### config.mk
export PLATFORM = sky130hd
export DESIGN_NAME = sim_ctrl
export DESIGN_NICKNAME = d
export VERILOG_FILES = /design/src/rtl/sim_ctrl_pkg.sv /design/src/rtl/sim_ctrl_down_counter.sv /design/src/rtl/sim_ctrl.sv
export SDC_FILE = /design/constraint.sdc
export NUM_CORES = 1
export LEC_CHECK = 0
export ABC_AREA = 1
export CORE_MARGIN = 4
export CORE_UTILIZATION = 65
export CTS_BUF_LIST = sky130_fd_sc_hd__clkbuf_8
export DETAILED_ROUTE_END_ITERATION = 10
export PLACE_DENSITY = 0.95
export SETUP_SLACK_MARGIN = 0.3
export SYNTH_ARGS = -nofsm -noshare
export SYNTH_HDL_FRONTEND = slang
export SYNTH_SLANG_ARGS = --single-unit
### constraint.sdc
create_clock -name clk -period 7.59 [get_ports clk]
set_clock_uncertainty 0.05 [all_clocks]
set_input_delay 0.759 -clock clk [delete_from_list [all_inputs] [get_ports clk]]
set_output_delay 0.759 -clock clk [all_outputs]
set_load 0.02 [all_outputs]
### src/rtl/sim_ctrl_pkg.sv
// Shared definitions for the simulation run-control sequencer.
// Replaces the old def_params.v state macros and counter-width default.
package sim_ctrl_pkg;

  localparam int unsigned SC_CNT_WIDTH = 32;

  typedef enum logic [2:0] {
    SC_HOLD  = 3'd0,
    SC_RUN   = 3'd1,
    SC_DRAIN = 3'd2,
    SC_DUMP  = 3'd3,
    SC_DONE  = 3'd4
  } sc_state_t;

endpackage

### src/rtl/sim_ctrl_down_counter.sv
// Loadable down-counter with zero flag; one instance is shared by the
// HOLD, DRAIN and DUMP phases of sim_ctrl.
module sc_down_counter #(
  parameter int unsigned WIDTH = 32
) (
  input  logic             clk,
  input  logic             load,
  input  logic [WIDTH-1:0] load_value,
  input  logic             dec,
  output logic [WIDTH-1:0] count,
  output logic             zero
);

  always_ff @(posedge clk) begin
    if (load) begin
      count <= load_value;
    end else if (dec && (count != '0)) begin
      count <= count - WIDTH'(1);
    end
  end

  assign zero = (count == '0);

endmodule

### src/rtl/sim_ctrl.sv
// Run-control sequencer: holds the core(s) in reset, runs until halt or
// watchdog timeout, drains outstanding stores, pulses finish, then reports done.
module sim_ctrl
  import sim_ctrl_pkg::*;
#(
  parameter int unsigned NUM_HARTS      = 1,
  parameter int unsigned HALT_MODE      = 0,
  parameter int unsigned RESET_CYCLES   = 2,
  parameter int unsigned TIMEOUT_CYCLES = 100000,
  parameter int unsigned DRAIN_CYCLES   = 4,
  parameter int unsigned DUMP_CYCLES    = 1,
  parameter int unsigned CNT_WIDTH      = SC_CNT_WIDTH
) (
  input  logic                 clk,
  input  logic                 reset,
  input  logic [NUM_HARTS-1:0] halt,
  output logic                 core_reset,
  output logic                 finish,
  output logic                 done,
  output logic                 timeout,
  output logic [NUM_HARTS-1:0] halted_mask,
  output logic [CNT_WIDTH-1:0] cycle_count
);

  localparam logic [CNT_WIDTH-1:0] RESET_LD = CNT_WIDTH'(RESET_CYCLES - 1);
  localparam logic [CNT_WIDTH-1:0] DRAIN_LD =
    CNT_WIDTH'((DRAIN_CYCLES == 0) ? 0 : DRAIN_CYCLES - 1);
  localparam logic [CNT_WIDTH-1:0] DUMP_LD  = CNT_WIDTH'(DUMP_CYCLES - 1);
  localparam logic [CNT_WIDTH-1:0] TO_LAST  =
    CNT_WIDTH'((TIMEOUT_CYCLES == 0) ? 0 : TIMEOUT_CYCLES - 1);

`ifdef SIMULATE
  if (((longint'(RESET_CYCLES)   >> CNT_WIDTH) != 0) ||
      ((longint'(TIMEOUT_CYCLES) >> CNT_WIDTH) != 0) ||
      ((longint'(DRAIN_CYCLES)   >> CNT_WIDTH) != 0) ||
      ((longint'(DUMP_CYCLES)    >> CNT_WIDTH) != 0) ||
      (RESET_CYCLES == 0) || (DUMP_CYCLES == 0)) begin : g_param_check
    $error("sim_ctrl: cycle parameters out of range for CNT_WIDTH=%0d", CNT_WIDTH);
  end
`endif

  sc_state_t              state;
  logic [NUM_HARTS-1:0]   seen;
  logic                   end_halt;
  logic                   end_to;
  logic                   end_run;
  logic                   cnt_load;
  logic                   cnt_dec;
  logic [CNT_WIDTH-1:0]   cnt_value;
  logic [CNT_WIDTH-1:0]   cnt_count;
  logic                   cnt_zero;

  // Current-cycle halt counts toward the end condition.
  always_comb begin
    seen     = halted_mask | halt;
    end_halt = (HALT_MODE == 0) ? (&seen) : (|halt);
    end_to   = (TIMEOUT_CYCLES != 0) && (cycle_count == TO_LAST);
    end_run  = end_halt || end_to;
  end

  // Reset preloads the HOLD length so HOLD needs no separate entry cycle.
  always_comb begin
    cnt_load  = 1'b0;
    cnt_dec   = 1'b0;
    cnt_value = '0;
    if (reset) begin
      cnt_load  = 1'b1;
      cnt_value = RESET_LD;
    end else begin
      case (state)
        SC_HOLD, SC_DUMP: cnt_dec = !cnt_zero;
        SC_RUN: begin
          if (end_run) begin
            cnt_load  = 1'b1;
            cnt_value = (DRAIN_CYCLES == 0) ? DUMP_LD : DRAIN_LD;
          end
        end
        SC_DRAIN: begin
          if (cnt_zero) begin
            cnt_load  = 1'b1;
            cnt_value = DUMP_LD;
          end else begin
            cnt_dec = 1'b1;
          end
        end
        default: ;
      endcase
    end
  end

  sc_down_counter #(.WIDTH(CNT_WIDTH)) u_phase_cnt (
    .clk        (clk),
    .load       (cnt_load),
    .load_value (cnt_value),
    .dec        (cnt_dec),
    .count      (cnt_count),
    .zero       (cnt_zero)
  );

  always_ff @(posedge clk) begin
    if (reset) begin
      state       <= SC_HOLD;
      core_reset  <= 1'b1;
      finish      <= 1'b0;
      done        <= 1'b0;
      timeout     <= 1'b0;
      halted_mask <= '0;
      cycle_count <= '0;
    end else begin
      case (state)
        SC_HOLD: begin
          if (cnt_zero) begin
            state      <= SC_RUN;
            core_reset <= 1'b0;
          end
        end
        SC_RUN: begin
          if (cycle_count != '1) cycle_count <= cycle_count + CNT_WIDTH'(1);
          halted_mask <= seen;
          if (end_run) begin
            timeout <= !end_halt;
            if (DRAIN_CYCLES == 0) begin
              state      <= SC_DUMP;
              finish     <= 1'b1;
              core_reset <= 1'b1;
            end else begin
              state <= SC_DRAIN;
            end
          end
        end
        SC_DRAIN: begin
          if (cnt_zero) begin
            state      <= SC_DUMP;
            finish     <= 1'b1;
            core_reset <= 1'b1;
          end
        end
        SC_DUMP: begin
          if (cnt_zero) begin
            state  <= SC_DONE;
            finish <= 1'b0;
            done   <= 1'b1;
          end
        end
        default: ;
      endcase
    end
  end

`ifdef SIMULATE
  sc_state_t state_q;
  always_ff @(posedge clk) begin
    state_q <= state;
    if (state == SC_DUMP && state_q != SC_DUMP)
      $display("sim_ctrl: run ended by %s at cycle_count=%0d",
               timeout ? "watchdog" : "halt", cycle_count);
  end
`endif

endmodule

### Word-level counts from Yosys, hierarchy flattened

Index checks and enable logic that the tools add are counted.

| storage, ports and cells | value |
|---|---|
| bits in registers | 72 |
| input port bits | 3 |
| output and inout port bits | 37 |

| cells by class | value |
|---|---|
| $add $sub $neg | 2 |
| equal/unequal tests | 9 |
| multiplexer cells | 21 |
| bitwise logic cells | 1 |
| reduce and logical (&&, ||, !) cells | 18 |

Operators by type and width:

| cell | count |
|---|---|
| $mux W32 | 2 |
| $add A32 B1 Y32 const B | 1 |
| $eq A32 B17 Y1 const B | 1 |
| $logic_not A32 Y1 | 1 |
| $ne A32 B32 Y1 const B | 1 |
| $reduce_bool A32 Y1 | 1 |
| $sub A32 B1 Y32 const B | 1 |
| $mux W3 | 4 |
| $pmux W3 S4 | 1 |
| $ne A2 B2 Y1 const B | 4 |
| $pmux W1 S2 | 4 |
| $mux W1 | 7 |
| $eq A3 B2 Y1 const B | 2 |
| $mux W2 | 3 |
| $reduce_and A2 Y1 | 3 |
| $reduce_and A3 Y1 | 2 |
| $reduce_bool A2 Y1 | 3 |
| $reduce_and A5 Y1 | 1 |
| $reduce_bool A4 Y1 | 1 |
| $eq A3 B1 Y1 const B | 1 |
| $logic_not A3 Y1 | 1 |
| $logic_not A1 Y1 | 2 |
| $reduce_or A2 Y1 | 1 |
| $logic_and A1 B1 Y1 | 1 |
| 2 further kinds | 2 |

### Depth between registers and ports, before layout

Gate-level depths: netlist of run 1.

| logic depth | value |
|---|---|
| depth in word-level cells | 7 |
| depth in mapped cells | 12 |
| gate-level depth less buffers | 12 |

### By module

From an unflattened synthesis of run 1, not the netlist that was laid out.

| unflattened totals | value |
|---|---|
| cells, all modules | 735 |
| area, all modules | 4843.4 um^2 |

Modules (own cells, without submodules):

| module | times used | cells each | area each (um^2) | sequential area each (um^2) |
|---|---|---|---|---|
| sim_ctrl | 1 | 422 | 2572.5 | 800.8 |
| sc_down_counter | 1 | 313 | 2270.9 | 960.9 |

### Least setup slack after synthesis of run 1

OpenSTA, ideal clock, no wires.

| path | value |
|---|---|
| path type | register -> register |
| start point | register cycle_count[0] |
| end point | register u_phase_cnt.count[0], enable pin |
| library setup time | 0.395 ns |
| arrival | 2.253 ns |
| data required time | 7.145 ns |
| path slack | 4.893 ns |
| cell stages (with the launch flop) | 10 |
| buffers on the path | 0 |
| period minus slack after synthesis | 2.697 ns |
| cells stage by stage | dfxtp_1 > ha_1 > inv_2 > nor2_2 > nand3_1 > nor2_1 > nand2_1 > nand2_1 > nand2_1 > nand3_1 |

| on the way | value |
|---|---|
| longest elaborated chain between the ends | 6 |

RTL lines:

| element | line | source |
|---|---|---|
| start: declaration | sim_ctrl.sv:22 | `output logic [CNT_WIDTH-1:0] cycle_count` |
| start signal: assignment | sim_ctrl.sv:118 | `if (cycle_count != '1) cycle_count <= cycle_count + CNT_WIDTH'(1);` |
| $eq A32 B17 Y1 | sim_ctrl.sv:57 | `end_to = (TIMEOUT_CYCLES != 0) && (cycle_count == TO_LAST);` |
| $logic_or A1 B1 Y1 | sim_ctrl.sv:58 | `end_run = end_halt \|\| end_to;` |
| $mux W1 | sim_ctrl.sv:73 | `if (end_run) begin` |
| $pmux W1 S2 | sim_ctrl.sv:70 | `case (state)` |
| $mux W1 | sim_ctrl.sv:66 | `if (reset) begin` |
| $reduce_bool A2 Y1 (no line) | -- |  |
| end signal: assignment | sim_ctrl_down_counter.sv:16 | `count <= load_value;` |
| end signal: assignment | sim_ctrl_down_counter.sv:18 | `count <= count - WIDTH'(1);` |
| end: declaration | sim_ctrl_down_counter.sv:10 | `output logic [WIDTH-1:0] count,` |

Every way passes these cells.
A chain may end at the register's enable or synchronous reset.

### Final worst setup path of run 1

| path | value |
|---|---|
| start point | register cycle_count[0] |
| end point | register u_phase_cnt.count[1], data pin |

| on the way | value |
|---|---|
| longest elaborated chain between the ends | 6 |
| elaborated cells between the ends (all ways) | 9 |
| classes of those cells | 1 x eq/ne; 7 x mux; 1 x reduce/logical |

RTL lines:

| element | line | source |
|---|---|---|
| $eq A32 B17 Y1 (*) | sim_ctrl.sv:57 |  |
| $logic_or A1 B1 Y1 (*) | sim_ctrl.sv:58 |  |
| $mux W1 or $mux W2 (tied branches) | sim_ctrl.sv:73 |  |
| $pmux W1 S2 or $mux W2 (tied branches) | -- |  |
| $mux W1 or $mux W2 (tied branches) | sim_ctrl.sv:66 |  |
| $mux W32 (*) | sim_ctrl_down_counter.sv:15 | `if (load) begin` |

Every way passes the cells marked *; elsewhere a longest branch is shown, timed or not.

==> load_flow_metrics.sql, run 1 <==
INSERT INTO impl_metrics (metric_group, metric, value, unit) VALUES
('outcome', 'outcome', 'finished clean', ''),
('setup_path', 'timing.critical_path.cells', 'ha_1 > inv_2 > nor2_2 > nand3_1 > nor2_1 > nand2_1 > nand2_1 > nand2_1 > nand2_2 > o22ai_1', ''),
('clocking', 'hold_fix_buffer_count_after_cts', '0', ''),
('final_layout', 'nNetsFinal', '679', ''),
('detailed_routing', 'drt.antenna.violating_nets', '0', ''),
('synth', 'yosysTopAreaCellShare', '20.9', '%'),
('clocking', 'tritoncts_clock_tree', 'yes', ''),
('synth', 'post_synth_instance_area', '4590', 'um^2'),
('power', 'internal-power', '0.908', 'mW'),
('clocking', 'clock_pin_slew_worst_setup_and_hold_paths', '90', 'ps'),
('sta', 'period_minus_slack', '2620', 'ps'),
('placement', 'dp_hpwl', '8.41', 'mm'),
('setup_path', 'timing.critical_path.from_type', 'flop', ''),
('final_layout', 'area_growth_from_synthesis_to_layout', '14.3', '%'),
('power', 'power_switching', '0.671', 'mW'),
('power', 'p_seq_share', '36.0', '%'),
('sta', 'layout_worst_path_cycle_share', '34.5', '%'),
('sta', 'finalSetupTns', '0', 'ps'),
('clocking', 'root_buffer', 'sky130_fd_sc_hd__clkbuf_8', ''),
('power', 'power_density', '301', 'nW/um^2'),
('global_route', 'grt_max_degree', '36', ''),
('power', 'power.switching_fraction', '42.5', '%'),
('sta', 'final_ws_setup', '4970', 'ps'),
('clocking', 'cts.sink_count', '72', ''),
('detailed_routing', 'avgRoutedWirePerCell', '15.1', 'um'),
('detailed_routing', 'postRouteWirelength', '11.7', 'mm'),
('final_layout', 'postLayoutCellArea', '5250', 'um^2'),
('final_layout', 'fillers', '486', ''),
('floorplanning', 'die-width', '92.0', 'um'),
('setup_path', 'cp_max_fo', '30', ''),
('synth', 'synth_area_per_cell', '7.25', 'um^2'),
('setup_path', 'path_delay_family', 'simple AND/OR/NAND/NOR gates', ''),
('sta', 'timing_worst_slew_pin_value', '704', 'ps'),
('clocking', 'clkLatencyLatePin', '360', 'ps'),
('synth', 'synth_edf_count', '32', ''),
('setup_path', 'worst_path_most_repeated_cell', 'sky130_fd_sc_hd__nand2_1', ''),
('synth', 'synth-seq-area-share', '38.4', '%'),
('sta', 'rsz0062_at_grt', 'false', ''),
('clocking', 'h_tree_levels', '3', ''),
('clocking', 'postCtsSetupRepairBufs', '0', ''),
('global_route', 'grt_first_pass_wirelength', '19.6', 'mm'),
('setup_path', 'cp_slowest_stage_delay', '550', 'ps'),
('synth', 'synth_ff_type', 'sky130_fd_sc_hd__dfxtp_1', ''),
('sta', 'max_slew_margin', '52.7', '%'),
('clocking', 'cts_resized', '0', ''),
('placement', 'post_dp_cell_area', '5020', 'um^2'),
('synth', 'post-synth-top-area-cell', 'sky130_fd_sc_hd__edfxtp_1', ''),
('global_route', 'first_global_vias', '4190', ''),
('detailed_routing', 'detail_route.drc_violations', '0', ''),
('final_layout', 'final_layout_size_suffix_gt1_share', '10.8', '%'),
('detailed_routing', 'via_count', '4374', ''),
('floorplanning', 'floorplan.core_area', '6830', 'um^2'),
('synth', 'yosysWarningCount', '0', ''),
('synth', 'synth_async_sr_flop_share', '0', '%'),
('power', 'vdd_ir_drop_max', '0.158', 'mV'),
('clocking', 'ctsLongestPathBuffers', '2', ''),
('synth', 'synth_seq_cells', '72', ''),
('global_route', 'gr-usage-all-layers', '28.9', '%'),
('placement', 'placement.io_buffers', '39', ''),
('clocking', 'cts_made_buffers', '9', ''),
('placement', 'detailedPlace.worstSlack', '4960', 'ps'),
('power', 'fin_total_pwr', '1.58', 'mW'),
('flow_run', 'maxCapViolCount', '0', ''),
('synth', 'synth_cells', '633', ''),
('placement', 'place_congestion', '0.961', ''),
('synth', 'post_synth_main_area_contributors', 'sky130_fd_sc_hd__edfxtp_1 (21%), sky130_fd_sc_hd__dfxtp_1 (17%), sky130_fd_sc_hd__nand2_1 (15%)', ''),
('global_route', 'number_of_antenna_violations_at_the_first_check_in_global_routing', '0', ''),
('setup_path', 'critPathRequiredTime', '7630', 'ps'),
('final_layout', 'antennaDiodeCount', '0', ''),
('worst_hold_path', 'worstHoldPathType', 'flop to flop', ''),
('setup_path', 'crit_end_element', 'flop', '');
-- power groups by stage --
stage / logic [mW] / clock network [mW] / registers, mW
detailed placement: 0.633 / 0 / 0.575
floorplan: 0.522 / 0 / 0.564
global placement: 0.603 / 0 / 0.569
CTS: 0.648 / 0.355 / 0.567
global route: 0.722 / 0.378 / 0.578
finish: 0.654 / 0.356 / 0.569
-- worst paths after layout --
check             slack [ps]                        endpoint  cells past startpoint                         from
setup / recovery        4970  u_phase_cnt.count[1]$_DFFE_PP_                     10  cycle_count[0]$_SDFFE_PP0P_
setup reg to reg        4970  u_phase_cnt.count[1]$_DFFE_PP_                     10  cycle_count[0]$_SDFFE_PP0P_
hold reg to reg          400               done$_SDFFE_PP0P_                      2            done$_SDFFE_PP0P_
hold / removal           400               done$_SDFFE_PP0P_                      2            done$_SDFFE_PP0P_
-- stage by stage --
step	hold WS, ps	std cells
2_1_floorplan	442	633
5_1_grt	421	774
4_1_cts	407	774
3_3_place_gp	388	758
3_5_place_dp	394	758
6_report	403	774
-- area by class of cell --
class                      count  area (um^2)  share of cell area, %
inverter                      55          211                   4.03
tap                           96          120                   2.29
timing repair buffer          41          405                   7.73
clock buffer                  11          151                   2.89
sequential                    72         1760                   33.6
clock inverter                 5         78.8                   1.50
multi-input combinational    494         2520                   48.0
-- kinds of logic (layout without fill, tap and decap cells) --
logic type | count (synthesis) | count (layout) | share of synthesized area, %
fa+ha+maj | 3 | 3 | 0.818
flops | 72 | 72 | 38.4
buf+inv | 67 | 112 | 6.74
xor+xnor | 25 | 25 | 4.77
simple gates | 412 | 412 | 43.0
compound gates | 54 | 54 | 6.33
-- layout by cell type, fill, tap and decap left out, types with 2 or more instances in the layout --
| cell | instances |
|---|---|
| sky130_fd_sc_hd__nand2_1 | 182 |
| sky130_fd_sc_hd__nor2_1 | 122 |
| sky130_fd_sc_hd__inv_1 | 50 |
| sky130_fd_sc_hd__dfxtp_1 | 40 |
| sky130_fd_sc_hd__clkdlybuf4s50_1 | 39 |
| sky130_fd_sc_hd__a21oi_1 | 34 |
| sky130_fd_sc_hd__edfxtp_1 | 32 |
| sky130_fd_sc_hd__nand3_1 | 24 |
| sky130_fd_sc_hd__xor2_1 | 17 |
| sky130_fd_sc_hd__nor3_1 | 16 |
| sky130_fd_sc_hd__nand4_1 | 12 |
| sky130_fd_sc_hd__clkbuf_8 | 11 |
| sky130_fd_sc_hd__o21ai_0 | 9 |
| sky130_fd_sc_hd__nor2_2 | 8 |
| sky130_fd_sc_hd__nor2_4 | 8 |
| sky130_fd_sc_hd__xnor2_1 | 8 |
| sky130_fd_sc_hd__nand2_2 | 6 |
| sky130_fd_sc_hd__nand3_2 | 6 |
| sky130_fd_sc_hd__inv_2 | 5 |
| sky130_fd_sc_hd__o21ai_1 | 5 |
| sky130_fd_sc_hd__nand2_4 | 5 |
| sky130_fd_sc_hd__nor3_4 | 4 |
| sky130_fd_sc_hd__nor3b_2 | 3 |
| sky130_fd_sc_hd__nor3b_1 | 3 |
| sky130_fd_sc_hd__ha_1 | 3 |
| sky130_fd_sc_hd__nor2_8 | 2 |
| sky130_fd_sc_hd__a31oi_1 | 2 |
| sky130_fd_sc_hd__or2_2 | 2 |
| sky130_fd_sc_hd__nor4_1 | 2 |
| sky130_fd_sc_hd__nor3_2 | 2 |
| sky130_fd_sc_hd__bufinv_16 | 2 |
| sky130_fd_sc_hd__buf_4 | 2 |
-- synth_stat cells (9+ instances only) --
| library cell | number |
|---|---|
| sky130_fd_sc_hd__nor3_1 | 16 |
| sky130_fd_sc_hd__inv_1 | 49 |
| sky130_fd_sc_hd__xor2_1 | 17 |
| sky130_fd_sc_hd__nand4_1 | 12 |
| sky130_fd_sc_hd__nor2_1 | 122 |
| sky130_fd_sc_hd__nand3_1 | 24 |
| sky130_fd_sc_hd__nand2_1 | 182 |
| sky130_fd_sc_hd__dfxtp_1 | 40 |
| sky130_fd_sc_hd__a21oi_1 | 34 |
| sky130_fd_sc_hd__edfxtp_1 | 32 |
| sky130_fd_sc_hd__o21ai_0 | 9 |
-- registers in the layout (all words and copies together), names as in the netlist --
name / flops
core_reset: 1
cycle_count: 32
done: 1
finish: 1
halted_mask: 1
state: 3
timeout: 1
u_phase_cnt.count: 32
-- worst min-delay path, stage by stage (launching register included) --
cell,delay (ps)
sky130_fd_sc_hd__dfxtp_1,310
sky130_fd_sc_hd__inv_1,50
sky130_fd_sc_hd__a21oi_1,50
-- layer usage --
layer  GRT usage (%)  routed length, um
met5               0                  0
met4            9.90                227
met3            6.73                929
met2            46.4               5500
met1            38.3               5020
(Power assumes the default switching activity.)
==> run 2, diff against run 1 <==
--- a/config.mk
+++ b/config.mk
@@ -7,10 +7,10 @@
 export LEC_CHECK = 0
 export ABC_AREA = 1
 export CORE_MARGIN = 4
-export CORE_UTILIZATION = 65
+export CORE_UTILIZATION = 60
 export CTS_BUF_LIST = sky130_fd_sc_hd__clkbuf_8
 export DETAILED_ROUTE_END_ITERATION = 10
-export PLACE_DENSITY = 0.95
+export PLACE_DENSITY = 0.91
 export SETUP_SLACK_MARGIN = 0.3
 export SYNTH_ARGS = -nofsm -noshare
 export SYNTH_HDL_FRONTEND = slang
==> constraint.sdc (replaced) <==
create_clock -name clk -period 2.6 [get_ports clk]
set_clock_uncertainty 0.05 [all_clocks]
set_input_delay 0.26 -clock clk [delete_from_list [all_inputs] [get_ports clk]]
set_output_delay 0.26 -clock clk [all_outputs]
set_load 0.02 [all_outputs]
==> run 2 against run 1 <==
Effect of this change:
- register-to-register slack got worse by 4500 ps
- setup slack got worse by 4500 ps
- first-iteration DRC count fell by 50%
- sequential share of layout area fell by 0.25 points
- critical path depth fell by 1
- sequential power rose to 2.9 times the previous value
- critical endpoint unchanged
- critical path type unchanged
- core utilization fell by 4.7 points
- highest routed layer unchanged
- final cell count rose by 1.2%
- global-route usage fell by 2.3 points
- clock-buffer cell count fell by 2
- via count fell by 0.32%
- worst hold slack improved by 6.8 ps
==> load_flow_metrics.sql, run 2 (same netlist as run 1, synthesis figures left out) <==
INSERT INTO impl_metrics (metric_group, metric, value, unit) VALUES
('final_layout', 'antennaDiodeCount', '0', ''),
('global_route', 'grt-ovfl-total', '0', ''),
('power', 'p_leak', '2.03', 'nW'),
('placement', 'dp_hpwl', '8.31', 'mm'),
('clocking', 'clkLatencyLatePin', '360', 'ps'),
('final_layout', 'layout_common_cells', 'sky130_fd_sc_hd__nand2_1 (181), sky130_fd_sc_hd__nor2_1 (121), sky130_fd_sc_hd__inv_1 (50), sky130_fd_sc_hd__dfxtp_1 (40), sky130_fd_sc_hd__clkdlybuf4s50_1 (39)', ''),
('final_layout', 'postLayoutCellArea', '5290', 'um^2'),
('worst_hold_path', 'worstHoldPathType', 'flop to flop', ''),
('global_route', 'gr-usage-all-layers', '26.6', '%'),
('detailed_routing', 'drtIter0Drc', '233', ''),
('global_route', 'first_global_vias', '4247', ''),
('clocking', 'root_buffer', 'sky130_fd_sc_hd__clkbuf_8', ''),
('sta', 'timing_worst_slew_pin_value', '579', 'ps'),
('detailed_routing', 'avgRoutedWirePerCell', '15.0', 'um'),
('global_route', 'grt_busiest_layer', 'met2', ''),
('setup_path', 'critPathRequiredTime', '2640', 'ps'),
('global_route', 'use_met3', '3.87', '%'),
('placement', 'post_dp_cell_area', '5050', 'um^2'),
('floorplanning', 'dieHeight', '95.4', 'um'),
('detailed_routing', 'via_per_inst', '5.57', ''),
('final_layout', 'final_layout_size_suffix_gt1_share', '12.3', '%'),
('global_route', 'number_of_antenna_violations_at_the_first_check_in_global_routing', '0', ''),
('worst_hold_path', 'worst_hold_launch', 'core_reset$_SDFFE_PP1P_', ''),
('floorplanning', 'floorplan.core_area', '7330', 'um^2'),
('final_layout', 'nNetsFinal', '685', ''),
('global_route', 'gr-usage-met1', '31.5', '%'),
('global_route', 'global_route.usage.met2', '45.7', '%'),
('setup_path', 'cp_max_fo', '16', ''),
('power', 'p_seq_share', '37.3', '%'),
('power', 'power.share.combinational', '44.9', '%'),
('floorplanning', 'die-area', '9110', 'um^2'),
('worst_hold_path', 'hold-path-endpoint', 'core_reset$_SDFFE_PP1P_', ''),
('detailed_routing', 'detail_route.drc_violations', '0', ''),
('setup_path', 'timing.setup.critical_path_class', 'flop to flop', ''),
('setup_path', 'critical_path.slowest_cell', 'sky130_fd_sc_hd__edfxtp_1', ''),
('worst_hold_path', 'timing.hold.worst_path_depth', '2', ''),
('setup_path', 'critical_r2r_capture', 'u_phase_cnt.count[1]$_DFFE_PP_', ''),
('power', 'clock_power_share', '17.8', '%'),
('outcome', 'outcome', 'finished clean', ''),
('setup_path', 'reg2reg_setup_slack', '440', 'ps'),
('detailed_routing', 'postRouteWirelength', '11.7', 'mm'),
('sta', 'hold_violations', '0', ''),
('flow_run', 'maxCapViolCount', '0', ''),
('clocking', 'cts.sink_count', '72', ''),
('clocking', 'clock_pin_slew_worst_setup_and_hold_paths', '80', 'ps'),
('setup_path', 'worstReg2RegStart', 'u_phase_cnt.count[18]$_SDFFCE_PP0P_', ''),
('sta', 'fmaxAchievable', '463', 'MHz'),
('final_layout', 'fillers', '592', ''),
('clocking', 'cts_made_buffers', '9', ''),
('sta', 'final.hold.worst_slack', '410', 'ps'),
('sta', 'layout_worst_path_cycle_share', '83.0', '%'),
('final_layout', 'layout.cells.most_common', 'sky130_fd_sc_hd__nand2_1', ''),
('placement', 'place_congestion', '0.911', ''),
('placement', 'detailedPlace.worstSlack', '266', 'ps'),
('floorplanning', 'cell_row_count', '31', ''),
('power', 'vdd_ir_drop_max', '0.357', 'mV'),
('clocking', 'tritoncts_clock_tree', 'yes', ''),
('final_layout', 'area_growth_from_synthesis_to_layout', '15.2', '%'),
('sta', 'fin_max_slew_vios', '0', ''),
('global_route', 'grt_max_degree', '36', ''),
('power', 'power_density', '836', 'nW/um^2'),
('power', 'power.switching_fraction', '44.7', '%'),
('clocking', 'ctsLongestPathBuffers', '2', ''),
('power', 'power_switching', '1.98', 'mW'),
('setup_path', 'cp_slowest_stage_delay', '430', 'ps'),
('sta', 'final_ws_setup', '442', 'ps'),
('placement', 'placement.io_buffers', '39', ''),
('setup_path', 'crit_end_element', 'flop', ''),
('power', 'internal-power', '2.44', 'mW'),
('global_route', 'grt_first_pass_wirelength', '19.1', 'mm'),
('detailed_routing', 'drt.antenna.violating_nets', '0', ''),
('placement', 'dpl.cell_count', '763', ''),
('sta', 'max_slew_margin', '61.1', '%'),
('final_layout', 'instances_no_fill', '783', ''),
('clocking', 'h_tree_levels', '3', ''),
('floorplanning', 'top_level_ports', '40', ''),
('sta', 'period_minus_slack', '2160', 'ps'),
('setup_path', 'timing.critical_path.from_type', 'flop', ''),
('final_layout', 'largest_registers', 'cycle_count x32, u_phase_cnt.count x32, state x3', ''),
('setup_path', 'data_arrival_critical_path', '2200', 'ps'),
('detailed_routing', 'via_count', '4360', ''),
('setup_path', 'timing.critical_path.cells', 'nor2_1 > nand2_1 > nor2_1 > nand2_2 > nor2_4 > a21oi_4 > nand2_2 > buf_6 > o22ai_1', ''),
('setup_path', 'reg2reg_depth', '9', ''),
('sta', 'setup_viol', '0', ''),
('floorplanning', 'die-width', '95.4', 'um'),
('floorplanning', 'initial_utilization', '62.6', '%'),
('detailed_routing', 'detailedRoute.firstPassIterationCount', '5', ''),
('sta', 'rsz0062_at_grt', 'false', ''),
('sta', 'finalSetupTns', '0', 'ps');
-- run 2: worst max-delay path by stage --
stage	from	end	cells after the start
final	u_phase_cnt.count[18]$_SDFFCE_PP0P_	u_phase_cnt.count[1]$_DFFE_PP_	9
after global routing	cycle_count[1]$_SDFFE_PP0P_	u_phase_cnt.count[1]$_DFFE_PP_	11
after CTS	cycle_count[1]$_SDFFE_PP0P_	u_phase_cnt.count[15]$_SDFFCE_PP0P_	9
after detailed placement	cycle_count[1]$_SDFFE_PP0P_	u_phase_cnt.count[26]$_SDFFCE_PP0P_	9
after global placement	cycle_count[1]$_SDFFE_PP0P_	u_phase_cnt.count[13]$_SDFFCE_PP0P_	9
after floorplan	cycle_count[0]$_SDFFE_PP0P_	u_phase_cnt.count[0]$_DFFE_PP_	9
-- run 2: layout make-up --
class | count | area [um^2] | share of cell area [%]
timing repair buffer | 46 | 450 | 8.52
multi-input combinational | 495 | 2570 | 48.7
clock inverter | 7 | 41.3 | 0.781
inverter | 55 | 211 | 4.00
clock buffer | 9 | 124 | 2.34
sequential | 72 | 1760 | 33.3
tap | 99 | 124 | 2.34
-- run 2: worst max-delay path, delay by kind of cell (launching register included) --
kind,cells,cell delay [ps]
buffers and inverters,1,170
AOI/OAI and AO/OA,2,220
DFF,1,430
and+or+nand+nor,6,1020
-- run 2: power by group through the flow --
stage / combinational (mW) / clock [mW] / sequential (mW)
floorplan: 1.53 / 0 / 1.64
finish: 1.98 / 0.785 / 1.65
detailed placement: 1.88 / 0 / 1.67
global placement: 1.80 / 0 / 1.65
global route: 2.19 / 0.830 / 1.67
CTS: 1.90 / 0.778 / 1.64
-- run 2: per-stage QoR --
stage	util (%)	total power [mW]
floorplan	-	3.18
global placement	68.9	3.44
detailed placement	68.9	3.54
CTS	71.1	4.32
global route	72.1	4.69
finish	72.1	4.42
-- run 2: layer usage --
metal	part of all wire (%)	wire length (um)	up-vias
met3	5.2	609	48
met2	50	5850	179
met5	0	0	-
li1	-	-	2134
met1	40	4740	1999
met4	4.5	524	0
-- run 2: what timing repair did --
| action | CTS | global route |
|---|---|---|
| gates cloned | 0 | 1 |
| hold buffers | 0 | 0 |
| setup buffers | 0 | 3 |
| pin swaps | 1 | 2 |
| endpoints found under the setup margin | 32 | 62 |
| gates resized for setup | 0 | 9 |
